$ cat config.mk
export PLATFORM = sky130hd
export DESIGN_NAME = matrix_stream_tx
export DESIGN_NICKNAME = d
export VERILOG_FILES = /design/src/rtl/matrix_stream_tx.sv
export SDC_FILE = /design/constraint.sdc
export NUM_CORES = 1
export LEC_CHECK = 0
export ABC_AREA = 0
export CORE_UTILIZATION = 40
export DETAILED_ROUTE_END_ITERATION = 7
export PLACE_DENSITY = 0.56
export SYNTH_ARGS = -nofsm -noshare
export SYNTH_HDL_FRONTEND = slang
export SYNTH_SLANG_ARGS = --single-unit
export TNS_END_PERCENT = 50
$ cat constraint.sdc
create_clock -name clk -period 3.3 [get_ports clk]
set_clock_uncertainty 0.2 [all_clocks]
set_input_delay 0.66 -clock clk [delete_from_list [all_inputs] [get_ports clk]]
set_output_delay 0.66 -clock clk [all_outputs]
set_load 0.02 [all_outputs]
$ cat src/rtl/matrix_stream_tx.sv
`default_nettype none
// +----------------------------------------------------------------------------+
// | Module      : matrix_stream_tx                                             |
// | Description : Streams an N_STOCKS x N_STOCKS signed matrix as one gap-free |
// |               valid-qualified frame, with an enforced idle gap after it.   |
// | Build option: DIAG_MASK_EN - diagonal beats carry the most negative value  |
// | Revision    : 1.0 - initial release                                        |
// +----------------------------------------------------------------------------+
module matrix_stream_tx #(
    parameter int WIDTH      = 16,
    parameter int N_STOCKS   = 4,
    parameter int GAP_CYCLES = 2
) (
    input  logic                        clk,
    input  logic                        rst,
    input  logic                        wr_en,
    input  logic [$clog2(N_STOCKS)-1:0] wr_row,
    input  logic [$clog2(N_STOCKS)-1:0] wr_col,
    input  logic [WIDTH-1:0]            wr_data,
    output logic                        wr_drop,
    input  logic                        start,
    output logic                        busy,
    output logic                        axiov,
    output logic [WIDTH-1:0]            axiod,
    output logic                        done
);

    localparam int c_IDX_W = $clog2(N_STOCKS);
    localparam int c_GAP_W = $clog2(GAP_CYCLES + 1);
    localparam logic [c_IDX_W-1:0] c_LAST     = c_IDX_W'(N_STOCKS - 1);
    localparam logic [c_GAP_W-1:0] c_GAP_LAST = c_GAP_W'(GAP_CYCLES);

    typedef enum logic [1:0] {
        ST_IDLE   = 2'd0,
        ST_STREAM = 2'd1,
        ST_GAP    = 2'd2
    } state_t;

    state_t               r_state_q, w_state_d;
    logic [c_IDX_W-1:0]   r_row_q, w_row_d;
    logic [c_IDX_W-1:0]   r_col_q, w_col_d;
    logic [c_GAP_W-1:0]   r_gap_q, w_gap_d;
    logic                 r_busy_q, w_busy_d;
    logic                 r_axiov_q, w_axiov_d;
    logic [WIDTH-1:0]     r_axiod_q, w_axiod_d;
    logic                 r_done_q, w_done_d;
    logic                 r_wr_drop_q, w_wr_drop_d;
    logic [WIDTH-1:0]     r_mem_q [N_STOCKS][N_STOCKS];
    logic [WIDTH-1:0]     w_mem_d [N_STOCKS][N_STOCKS];
    logic [WIDTH-1:0]     w_beat;
    logic                 w_wr_in_range;

    generate
        if (N_STOCKS == (1 << c_IDX_W)) begin : g_pow2_range
            assign w_wr_in_range = 1'b1;
        end else begin : g_range_check
            assign w_wr_in_range = (int'(wr_row) < N_STOCKS) && (int'(wr_col) < N_STOCKS);
        end
    endgenerate

    // The first beat reads the post-write view so a write issued with start is streamed.
    always_comb begin
        w_mem_d = r_mem_q;
        if (wr_en && (r_state_q == ST_IDLE) && w_wr_in_range) begin
            w_mem_d[wr_row][wr_col] = wr_data;
        end
    end

    always_comb begin
        w_state_d   = r_state_q;
        w_row_d     = r_row_q;
        w_col_d     = r_col_q;
        w_gap_d     = r_gap_q;
        w_busy_d    = r_busy_q;
        w_axiov_d   = 1'b0;
        w_done_d    = 1'b0;
        w_wr_drop_d = wr_en && (r_state_q != ST_IDLE);
        case (r_state_q)
            ST_IDLE: begin
                if (start) begin
                    w_state_d = ST_STREAM;
                    w_busy_d  = 1'b1;
                    w_row_d   = '0;
                    w_col_d   = '0;
                    w_axiov_d = 1'b1;
                end
            end
            ST_STREAM: begin
                if ((r_row_q == c_LAST) && (r_col_q == c_LAST)) begin
                    w_state_d = ST_GAP;
                    w_done_d  = 1'b1;
                    w_gap_d   = c_GAP_W'(1);
                end else begin
                    w_axiov_d = 1'b1;
                    if (r_row_q == c_LAST) begin
                        w_row_d = '0;
                        w_col_d = r_col_q + 1'b1;
                    end else begin
                        w_row_d = r_row_q + 1'b1;
                    end
                end
            end
            ST_GAP: begin
                // The done cycle already counts as the first idle cycle.
                if (r_gap_q == c_GAP_LAST) begin
                    w_state_d = ST_IDLE;
                    w_busy_d  = 1'b0;
                    w_gap_d   = '0;
                end else begin
                    w_gap_d = r_gap_q + 1'b1;
                end
            end
            default: begin
                w_state_d = ST_IDLE;
                w_busy_d  = 1'b0;
            end
        endcase
    end

`ifdef DIAG_MASK_EN
    localparam logic [WIDTH-1:0] c_MOST_NEG = {1'b1, {(WIDTH-1){1'b0}}};
    assign w_beat = (w_row_d == w_col_d) ? c_MOST_NEG : w_mem_d[w_row_d][w_col_d];
`else
    assign w_beat = w_mem_d[w_row_d][w_col_d];
`endif

    assign w_axiod_d = w_axiov_d ? w_beat : '0;

    always_ff @(posedge clk) begin
        if (!rst) begin
            r_state_q   <= ST_IDLE;
            r_row_q     <= '0;
            r_col_q     <= '0;
            r_gap_q     <= '0;
            r_busy_q    <= 1'b0;
            r_axiov_q   <= 1'b0;
            r_axiod_q   <= '0;
            r_done_q    <= 1'b0;
            r_wr_drop_q <= 1'b0;
            r_mem_q     <= '{default: '0};
        end else begin
            r_state_q   <= w_state_d;
            r_row_q     <= w_row_d;
            r_col_q     <= w_col_d;
            r_gap_q     <= w_gap_d;
            r_busy_q    <= w_busy_d;
            r_axiov_q   <= w_axiov_d;
            r_axiod_q   <= w_axiod_d;
            r_done_q    <= w_done_d;
            r_wr_drop_q <= w_wr_drop_d;
            r_mem_q     <= w_mem_d;
        end
    end

    assign busy    = r_busy_q;
    assign axiov   = r_axiov_q;
    assign axiod   = r_axiod_q;
    assign done    = r_done_q;
    assign wr_drop = r_wr_drop_q;

endmodule
`default_nettype wire
======== Word-level counts from Yosys, hierarchy flattened ========
Cells that the tools add are included.
Widths: inputs -> output; s select.
storage, ports and cells
  flip-flop bits (word level) ............. 284
  input port bits ......................... 24
  logic and storage cells ................. 94
cells by class
  add/subtract/negate cells ............... 3
  magnitude comparators ................... 6
  eq/ne operators ......................... 8
  multiplexer cells ....................... 34
  bitwise operators ....................... 5
  reductions and logical operators ........ 13
operator list
  operator             number
  $bwmux 256           1
  $mux 256             1
  $mux 64              3
  $bmux 64 s2          1
  $demux 64 s2         1
  $mux 16              3
  $bmux 16 s2          1
  $demux 16 s2         1
  $mux 2               11
  $ge 3x3->1 const B   4
  $not 2->3            4
  $pmux 2 s2           3
  $eq 2x2->1 const B   4
  $add 2x1->2 const B  3
  $lt 3x1->1 const B   2
  $ne 2x2->1 const B   3
  $pmux 2 s3           1
  $reduce_and 2->1     3
  $reduce_and 3->1     2
  $logic_and 1x1->1    5
  $mux 1               5
  $reduce_bool 2->1    2
  $pmux 1 s3           1
  $eq 2x1->1 const B   1
  other kinds (3)      3

======== Logic depth before layout (Yosys ltp) ========
Gate-level depths: netlist of the first run.
  word-level depth ........................ 15
  depth in mapped cells ................... 11

======== Least setup slack after synthesis of the first run ========
Ideal clock, no wire load.
  path kind ............................... input port to flip-flop
  from .................................... input port start
  to ...................................... register r_axiod_q[14], in the netlist axiod[14]
  setup time .............................. 0.130 ns
  arrival time ............................ 2.524 ns
  data required time ...................... 2.970 ns
  slack ................................... 0.445 ns
  stages on the path ...................... 8
  buffers on the path ..................... 2
  cells stage by stage .................... o21bai_1 a211o_1 buf_2 clkbuf_1 mux2_2 mux2_2 a22oi_1 nand4_1
between the ends
  longest elaborated chain between the ends .. 9
  elaborated cells between the ends (all ways) .. 15
  classes of those cells .................. mux: 12; bitwise: 2; reduce/logical: 1
ends and longest elaborated chain
  element                                      RTL line  text
  start: declaration                           21        input logic start,
  $mux 2                                       80        if (start) begin
  $pmux 2 s2                                   78        case (r_state_q)
  $not 2->3 (not written as such)              124       assign w_beat = w_mem_d[w_row_d][w_col_d];
  $bmux 64 s2                                  124
  $mux 64 (not written as such) (2 in series)  124
  $bmux 16 s2                                  124
  $mux 16 (not written as such) (2 in series)  124
  end signal: assignment                       148       r_axiod_q <= w_axiod_d;
  end: declaration                             45        logic [WIDTH-1:0] r_axiod_q, w_axiod_d;
Parallel ways exist; a longest one is shown, timed or not. The select of a mux whose other input is x is not followed.
A chain may end at the register's enable or synchronous reset.

======== Final worst setup path of the first run ========
  from .................................... register r_col_q[0]
  to ...................................... register r_axiod_q[7], in the netlist axiod[7]
between the ends
  longest elaborated chain between the ends .. 11
  elaborated cells between the ends (all ways) .. 20
  classes of those cells .................. add/sub: 1; eq/ne: 1; mux: 14; bitwise: 2; reduce/logical: 2
ends and longest elaborated chain
  element                                      RTL line  text
  start: declaration                           41        logic [c_IDX_W-1:0] r_col_q, w_col_d;
  start signal: assignment                     144       r_col_q <= w_col_d;
  $eq 2x2->1                                   89        if ((r_row_q == c_LAST) && (r_col_q == c_LAST)) begin
  $logic_and 1x1->1                            89
  $mux 2                                       89
  $pmux 2 s2                                   78
  $not 2->3 (not written as such)              124
  $bmux 64 s2                                  124
  $mux 64 (not written as such) (2 in series)  124
  $bmux 16 s2                                  124
  $mux 16 (not written as such) (2 in series)  124
Parallel ways exist; a longest one is shown, timed or not. The select of a mux whose other input is x is not followed.

==> impl_results.md, run 1 <==
* Compound-Gate Fraction of Synth Area at 0.211
* Most used DFF post-synth: dfxtp_1
* Area growth, synth to finish at 18.0%
* Hold buffer count at cts at 0
* Post-synth top area cell: dfxtp_1
* Ports at 44
* Cell Pwr Density at 476 nW/um2
* Initial Utilization at 0.411
* Total core area at between 30000 and 40000 um2
* DIE AREA at approximately 35000 um2
* Asr flop ratio synth at 0
* Critical Path Source: r_col_q[0]
* Worst slew margin at 0.140
* Die Height at ~190 um
* Post CTS Setup Buffer Count at 0
* Mapped Area at 13900 um2
* Post-Place Worst Slack at -0.262 ns
* Crit path kind: reg -> reg
* Clock tree sinks at around 280
* Total grt overflow at 0
* Antenna Violating Nets Remaining at 0
* Share of cells above drive strength 1 at 0.156
* Clock buffer depth at 3
* Fin Setup TNS at 0 ns
* 1st-iter DRT viols at between 1000 and 1500
* Max_cap viols at 0
* Routed WL at between 40000 and 50000 um
* Vias/cell at around 5.6
* Vias at between 10000 and 15000
* # rows at 67
* Worst-path fanout max at 16
* Wire per inst at ~21 um
* Largest net degree at the start of global routing at approximately 270
* Clock Pin Slew Worst Setup and Hold Paths at ~0.060 ns
* FF-to-FF Start: r_col_q[0]
* Fin crit period at roughly 3.1 ns
* Clock latency on the worst-skew pair at 0.51 ns
* Max-slew violations at 0
* TritonCTS clock tree: done
* Synth top area share at 0.410
* Drt first pass iters at 7
* Startpoint types: flip-flop
* H-tree depth at 2
* Hold Path Class: reg -> reg
* Ranking of synthesized cells by area: dfxtp_1 41%, nand2_1 16%, a21boi_0 14%
* Post-Synth Adder-Cell Area at 0.00180
* Residual DRC at 0
* Ant diodes at 0
* Actual slew at the worst max-slew pin at about 1.3 ns
* Worst Hold Slack at ~0.26 ns
* Count of yosys warnings during synthesis at 0
* RSZ-0062 raised after global routing: no
* Status: finished, final reports clean
* Final Core Density at 0.484
* Post-CTS sizing at 0
* Gr usage total at 0.264
* Mux cell area share after synthesis at 0.0970
* Seq cells post-synth at around 280
* Setup ws final at between 0.15 and 0.2 ns
* Largest family of logic cells by synthesized area: simple AND/OR/NAND/NOR gates
* Critical Path AT at 3.39 ns
* Peak VDD IR at between 0.0002 and 0.0003 V
* Vias in the first global route at 11500
* Overall Power at 0.00779 W
* Number of CTS-inserted buffers at 35
* Post-Synth XOR/XNOR Area at 0
* Most common cell in the synthesized netlist: nand2_1
* Hpwl dp at about 31000 um
* Synth top cells by count: 609 x nand2_1, 284 x dfxtp_1, 250 x a21boi_0, 133 x clkbuf_1, 84 x mux2_2
* Gate count of the mapped netlist at approximately 1700
* Syn_nets at between 1500 and 2000
* CP endpoint kind: flip-flop
* Post-Synth Simple-Gate Area at 0.234
* Post-synth cell types at 55
* Initial antenna violation count at 0
* Syn Area/Cell at 8.06 um2
* P_leak at between 5 and 6 nW
* GPL Wtd Cong at ~0.88
* IO buf count at between 40 and 50
* Fin. Hold Viols at 0
* Fin crit share at 0.952
* Register area share after synthesis at 0.410
* Finish-stage setup viols at 0
* First-pass GRT wire length at 72700 um
* EDFF count, synth at 0
* Net total in the final layout at 1786
* Achievable Freq at 318 MHz
* Min-Delay Startpoint: r_mem_q[205]
* CP required at 3.55 ns
* CTS Root Cell: clkbuf_16
* Die Wd at 188 um
==> layout by cell type (no fill, tap or decap), types with 4 or more instances in the layout <==
master,instances
clkbuf_1,8
mux2_4,5
mux2i_1,22
nand2b_1,4
clkbuf_8,6
nor2b_1,5
and3_1,7
nor3_2,10
mux2_1,6
a21boi_0,250
o221ai_1,27
a22oi_1,66
nand2_1,609
buf_4,104
o22ai_1,17
buf_12,11
nor4_2,4
nand4_1,16
and2_1,4
nand3_1,75
clkdlybuf4s50_1,42
mux2_2,84
dfxtp_1,284
a21boi_1,7
or3_1,5
inv_1,5
o211ai_1,6
nor2_1,11
clkbuf_16,37
==> cell type report <==
type,count,area (um2)
timing repair buffer,158,1430
clock buffer,51,1040
sequential,284,5690
multi-input combinational,1276,7600
inverter,5,18.8
clock inverter,4,26.3
tap,448,561
fill,3256,17400
==> cells by family after synthesis <==
group           count (synthesis)
compound gates                387
fa+ha+maj                       2
buf+inv                       160
flops                         284
mux                           119
simple gates                  768
==> where the power goes <==
group | switching [W] | internal (W) | total [W]
clock network | 0.00148 | 0.00217 | 0.00364
logic | 0.000414 | 0.000249 | 0.000663
registers | 0.0000242 | 0.00347 | 0.00349
total | 0.00191 | 0.00588 | 0.00779
==> critical path, stage by stage, from the launching register on <==
cell and delay (ns):
dfxtp_1 0.39, ha_1 0.24, nand2b_1 0.17, mux2_2 0.35, a22o_1 0.28, nor3_2 1.05
a22oi_1 0.24, nand4_1 0.16
==> worst paths after layout <==
check                           slack [ns]            to  cells past startpoint
worst max-delay path                  0.16      axiod[7]                      7
worst min-delay path                  0.26  r_mem_q[205]                      2
worst max register to register        0.16      axiod[7]                      7
worst min register to register        0.26  r_mem_q[205]                      2
==> registers in the layout (all words and copies together) (netlist names) <==
name and count:
r_col_q 2, r_gap_q 2, r_mem_q 256, busy 1, axiod 16, r_state_q 2, done 1, axiov 1
r_row_q 2, wr_drop 1
==> metal layers <==
layer | wire, um | global-route usage
met5 | 0 | 0
met1 | 22700 | 0.406
met2 | 19700 | 0.376
met4 | 1360 | 0.0869
met3 | 2950 | 0.0298
==> metrics by stage <==
| step | std cells | cell area [um2] |
|---|---|---|
| 2_1_floorplan | 1720 | 13900 |
| 6_report | 2226 | 16400 |
| 3_3_place_gp | 2171 | 15300 |
| 3_5_place_dp | 2171 | 15300 |
| 4_1_cts | 2226 | 16400 |
| 5_1_grt | 2226 | 16400 |
Note: power is estimated with default switching activity, not from simulation.
==> inputs of run 2 (changes only) <==
Settings changed: CORE_ASPECT_RATIO set to 1.1.
==> run 2 against run 1 <==
  * Power grew 0.47%
  * Clock-buffer cell count is 10 lower
  * Fmax about the same
  * Global-route usage is 0.17 points higher
  * Cell area grew 0.38%
  * Core utilization decreased by 0.41 points
  * Critical path depth grew 2
  * Via count decreased by 0.14%
  * Clock power hardly changed
  * Register-to-register slack about the same
  * Critical path type unchanged
  * Largest cell class unchanged
  * Largest power group unchanged
==> impl_results.md, run 2 (same netlist as run 1, synthesis figures left out) <==
* Status: finished, final reports clean (unchanged)
* RSZ-0062 raised after global routing: no (unchanged)
* Peak VDD IR at 0.000344 V (was 0.000297 V)
* Fin crit period at 3.14 ns (about the same)
* Gr usage total at 0.265 (was 0.264)
* Max_cap viols at 0 (unchanged)
* Total core area at 34200 um2 (was 33800 um2)
* Die Height at 197 um (was 188 um)
* Cell Area, Placed at 15400 um2 (was 15300 um2)
* Number of CTS-inserted buffers at 31 (was 35)
* Top Layer Used: met4 (unchanged)
* # rows at 71 (was 67)
* Largest net degree at the start of global routing at 267 (unchanged)
* Vias/cell at 5.60 (was 5.58)
* Max-slew violations at 0 (unchanged)
* GPL Wtd Cong at 0.899 (was 0.876)
* Post CTS Setup Buffer Count at 0 (unchanged)
* Vias at 12400 (about the same)
* Met2 wire len at 20600 um (was 19700 um)
* Clock tree sinks at 284 (unchanged)
* Fin. Hold Viols at 0 (unchanged)
* Drt first pass iters at 5 (was 7)
* Slowest-stage cell, CP: dfxtp_1 (was nor3_2)
* Worst slew margin at 0.191 (was 0.140)
* Post-Place Worst Slack at -0.239 ns (was -0.262 ns)
* Critical Path AT at 3.35 ns (was 3.39 ns)
* Fillers at 3233 (was 3256)
* DIE AREA at 35400 um2 (about the same)
* Crit path kind: reg -> reg (unchanged)
* Reg area at 5690 um2 (unchanged)
* Actual slew at the worst max-slew pin at 1.21 ns (was 1.28 ns)
* Most common cell after layout, fill and taps aside: nand2_1 (unchanged)
* Ports at 44 (unchanged)
* Fin area at 16400 um2 (about the same)
* Detailed-route wire length on metal 1 at 21800 um (was 22700 um)
* Total grt overflow at 0 (unchanged)
* 1st-iter DRT viols at 1074 (was 1347)
* H-tree depth at 1 (was 2)
* Net total in the final layout at 1784 (was 1786)
* Worst-path fanout max at 25 (was 16)
* Number of flip-flops in the largest register at 256 (unchanged)
* Initial antenna violation count at 0 (unchanged)
* TritonCTS clock tree: done (unchanged)
* CP endpoint kind: flip-flop (unchanged)
* Worst path cell trace: ha_1 > nor4b_1 > buf_4 > a211o_4 > buf_12 > mux2_2 > mux2_2 > a22oi_1 > nand4_1 (was ha_1 > nand2b_1 > mux2_2 > a22o_1 > nor3_2 > a22oi_1 > nand4_1)
* Most frequent cells in the layout: 609 x nand2_1, 284 x dfxtp_1, 250 x a21boi_0 (unchanged)
* Vias in the first global route at 11900 (was 11500)
* Finish-stage setup viols at 0 (unchanged)
* Routed wl met3 at 3040 um (was 2950 um)
* Largest Register: r_mem_q (unchanged)
* Residual DRC at 0 (unchanged)
* CTS Root Cell: clkbuf_16 (unchanged)
* Area growth, synth to finish at 18.4% (was 18.0%)
* Antenna Violating Nets Remaining at 0 (unchanged)
* Ant diodes at 0 (unchanged)
* Fin crit share at 0.951 (was 0.952)
* Startpoint types: flip-flop (unchanged)
* Share of cells above drive strength 1 at 0.157 (was 0.156)
* Cell Pwr Density at 477 nW/um2 (was 476 nW/um2)
* Critical Path Max Stage Delay at 0.38 ns (was 1.05 ns)
* Hpwl dp at 30700 um (was 31300 um)
* P_leak at 5.78 nW (was 5.75 nW)
* Most common cell on crit path: mux2_2
* Setup ws final at 0.161 ns (was 0.159 ns)
* Reg2reg setup slack at 0.16 ns (about the same)
* Clock latency on the worst-skew pair at 0.56 ns (was 0.51 ns)
* Clock Pin Slew Worst Setup and Hold Paths at 0.06 ns (about the same)
* First-pass GRT wire length at 73000 um (was 72700 um)
* Routed WL at 46900 um (was 46700 um)
* Area of the multi-input gates at 7620 um2 (was 7600 um2)
* Hold buffer count at cts at 0 (unchanged)
* Fin Setup TNS at 0 ns (unchanged)
* IO buf count at 43 (unchanged)
* Worst Hold Slack at 0.257 ns (was 0.263 ns)
* Wire per inst at 21.2 um (was 21.0 um)
* Die Wd at 180 um (was 188 um)
* Initial Utilization at 0.406 (was 0.411)
* Achievable Freq at 319 MHz (was 318 MHz)
* CP required at 3.51 ns (was 3.55 ns)
* Clock buffer depth at 3 (unchanged)
* Hold Path Class: reg -> reg (unchanged)
## run 2: changes by cell type in the layout (fill, tap and decap cells not counted), sizes merged
cell	previous run	this run
clkinv	2	3
buf	116	118
clkbuf	51	41
bufinv	0	6
inv	6	5
## run 2: timing repair
item | 4_1_cts | 5_1_grt
cloned | 0 | 0
resized for setup | 1 | 2
endpoints found under the setup margin | 1 | 16
## run 2: metal layers
layer / vias to the layer above / track usage
li1: 5957 / -
met2: 420 / 0.415
met4: 0 / 0.0891
met3: 79 / 0.0356
met1: 5945 / 0.376
met5: - / 0
## run 2: worst paths after layout
path,cells after the start,start,end
worst min-delay path,2,r_mem_q[120],r_mem_q[120]
worst min register to register,2,r_mem_q[120],r_mem_q[120]
worst max-delay path,9,r_row_q[0],axiod[6]
worst max register to register,9,r_row_q[0],axiod[6]
## run 2: worst max-delay path: cells and delay by family, from the launching register on
family | cells | cell delay [ns]
multiplexers | 2 | 0.63
adder cells (fa/ha/maj) | 1 | 0.30
AND/OR/NAND/NOR | 2 | 0.43
AO/OA/AOI/OAI | 2 | 0.62
buffers and inverters | 2 | 0.41
flip-flops | 1 | 0.38
## run 2: power breakdown
group | switching, W | internal, W
clock | 0.00142 | 0.00226
sequential | 0.0000232 | 0.00347
combinational | 0.000414 | 0.000254
total | 0.00186 | 0.00598
## run 2: final cells by class
cell class	instances	share of cell area
Clock buffer	41	0.0519
Clock inverter	10	0.0123
Timing Repair Buffer	160	0.0912
Tap cell	438	0.0334
Sequential cell	284	0.346
Inverter	5	0.00114
Multi-Input combinational cell	1276	0.464
## run 2: stage by stage
stage	instances	power, W	util
after floorplan	1720	0.00394	-
after global placement	2163	0.00422	0.449
after detailed placement	2163	0.00422	0.449
after CTS	2214	0.00788	0.480
after global routing	2214	0.00806	0.480
final	2214	0.00783	0.480
==> inputs of run 3 (changes only) <==
Settings changed: HOLD_SLACK_MARGIN set to 0.1, RECOVER_POWER set to 50.
==> run 3 against run 2 <==
  * The run now ends with capacitance limit, slew limit left
  * Clock power is essentially flat
  * Critical path depth is the same
  * Via count decreased by 0.24%
  * Power about the same
  * Final cell count unchanged
  * Core utilization shrank 0.070 points
  * Die area unchanged
  * Largest power group unchanged
==> impl_results.md, run 3 (same netlist as run 1, synthesis figures left out) <==
* Worst slew margin at -0.741 (was 0.191)
* Critical Path AT at 3.38 ns (was 3.35 ns)
* Achievable Freq at 316 MHz (was 319 MHz)
* Share of power burned in registers at 0.445 (was 0.446)
* # rows at 71 (unchanged)
* Initial antenna violation count at 0 (unchanged)
* Max-slew violations at 267 (was 0)
* Wire per inst at 21.2 um (about the same)
* Vias at 12400 (about the same)
* Share of cells above drive strength 1 at 0.155 (was 0.157)
* Switching Fraction at 0.237 (about the same)
* Drt first pass iters at 6 (was 5)
* Largest net degree at the start of global routing at 267 (unchanged)
* Power share of the clock group at 0.469 (about the same)
* Clock buffer depth at 3 (unchanged)
* Fin. Hold Viols at 0 (unchanged)
* Residual DRC at 0 (unchanged)
* 1st-iter DRT viols at 1076 (was 1074)
* DIE AREA at 35400 um2 (unchanged)
* TritonCTS clock tree: done (unchanged)
* P_int at 0.00598 W (about the same)
* Net total in the final layout at 1784 (unchanged)
* Ant diodes at 0 (unchanged)
* Max_cap viols at 1 (was 0)
* CP required at 3.51 ns (about the same)
* Area growth, synth to finish at 18.3% (was 18.4%)
* Total grt overflow at 0 (unchanged)
* Switch Pwr at 0.00186 W (about the same)
* RSZ-0062 raised after global routing: no (unchanged)
* Vias in the first global route at 11900 (unchanged)
* Gr usage total at 0.265 (unchanged)
* CTS Root Cell: clkbuf_16 (unchanged)
* Worst Hold Slack at 0.257 ns (about the same)
* GPL Wtd Cong at 0.899 (unchanged)
* H-tree depth at 1 (unchanged)
* Most common cell after layout, fill and taps aside: nand2_1 (unchanged)
* Clock Pin Slew Worst Setup and Hold Paths at 0.06 ns (about the same)
* Actual slew at the worst max-slew pin at 2.61 ns (was 1.21 ns)
* Initial Utilization at 0.406 (unchanged)
* Total core area at 34200 um2 (unchanged)
* Hpwl dp at 30700 um (unchanged)
* Number of CTS-inserted buffers at 31 (unchanged)
* Largest Register: r_mem_q (unchanged)
* CP endpoint kind: flip-flop (unchanged)
* Die Height at 197 um (unchanged)
* Crit path kind: reg -> reg (unchanged)
* Routed WL at 46900 um (about the same)
* Antenna Violating Nets Remaining at 0 (unchanged)
* Finish-stage setup viols at 0 (unchanged)
* Hold buffer count at cts at 0 (unchanged)
* Post-Place Worst Slack at -0.239 ns (unchanged)
* Die Wd at 180 um (unchanged)
* Fillers at 3239 (was 3233)
* Hold Path Class: reg -> reg (unchanged)
* Vias/cell at 5.59 (was 5.60)
* Setup ws final at 0.135 ns (was 0.161 ns)
* Most frequent cells in the layout: 609 x nand2_1, 284 x dfxtp_1, 250 x a21boi_0 (unchanged)
* IO buf count at 43 (unchanged)
* Clock latency on the worst-skew pair at 0.56 ns (about the same)
* Clock tree sinks at 284 (unchanged)
* Number of flip-flops in the largest register at 256 (unchanged)
* Worst-path fanout max at 25 (unchanged)
* Peak VDD IR at 0.000345 V (was 0.000344 V)
* P_leak at 5.80 nW (was 5.78 nW)
* Startpoint types: flip-flop (unchanged)
* Status: complete, but fails checks (was finished, final reports clean)
* Fin crit share at 0.959 (was 0.951)
* Ports at 44 (unchanged)
* Fin crit period at 3.16 ns (was 3.14 ns)
* Failing checks: capacitance limit, slew limit
* Cell Pwr Density at 478 nW/um2 (was 477 nW/um2)
* Comb power frac at 0.086 (was 0.085)
* First-pass GRT wire length at 73000 um (unchanged)
run 3: cell count changes in the layout (fill, tap and decap cells not counted), sizes merged:
cell and change:
buf -3, dlygate4sd3 +13, clkdlybuf4s50 -13, clkbuf +3
run 3: final cells by class:
class                   instances  area (um2)  area share
multi-input cells            1276        7620       0.465
flip-flops and latches        284        5690       0.347
repair buffers                160        1470      0.0899
clock buffers                  41         853      0.0520
well taps                     438         548      0.0334
clock inverters                10         203      0.0124
inverters                       5        18.8     0.00114
run 3: metal layers:
layer / wire, um / track usage
met5: 0 / 0
met4: 1520 / 0.0891
met3: 2910 / 0.0356
met2: 20700 / 0.415
met1: 21800 / 0.376
run 3: path summary, 6_finish.rpt:
path,from,end,slack [ns],cells after the start
worst min-delay path,r_mem_q[120],r_mem_q[120],0.26,2
worst min register to register,r_mem_q[120],r_mem_q[120],0.26,2
worst max register to register,r_row_q[0],axiod[6],0.14,9
worst max-delay path,r_row_q[0],axiod[6],0.14,9
run 3: timing repair:
item | CTS | global route
setup endpoints to repair | 1 | 16
endpoints found under the hold margin | 0 | 0
setup buffers | 0 | 0
gates resized for setup | 1 | 2
pin swaps | 0 | 0
run 3: worst max-delay path: stages (launching register included):
cell and delay (ns):
dfxtp_1 0.38, ha_1 0.30, nor4b_1 0.29, buf_4 0.18, a211o_4 0.24, buf_12 0.23, mux2_2 0.36, mux2_2 0.27
a22oi_1 0.40, nand4_1 0.13
run 3: per-stage QoR:
| stage | cell area (um2) | setup TNS [ns] | util | instances | power, W |
|---|---|---|---|---|---|
| global placement | 15400 | -2.11 | 0.449 | 2163 | 0.00422 |
| global route | 16400 | 0 | 0.480 | 2214 | 0.00807 |
| floorplan | 13900 | 0 | - | 1720 | 0.00394 |
| CTS | 16400 | 0 | 0.480 | 2214 | 0.00788 |
| finish | 16400 | 0 | 0.480 | 2214 | 0.00784 |
| detailed placement | 15400 | -2.10 | 0.449 | 2163 | 0.00422 |
run 3: power by group through the flow:
stage | registers, W | clock network (W) | logic, W
finish | 0.00349 | 0.00368 | 0.000672
global route | 0.00349 | 0.00386 | 0.000715
CTS | 0.00349 | 0.00373 | 0.000658
detailed placement | 0.00356 | 0 | 0.000656
global placement | 0.00356 | 0 | 0.000655
floorplan | 0.00356 | 0 | 0.000381
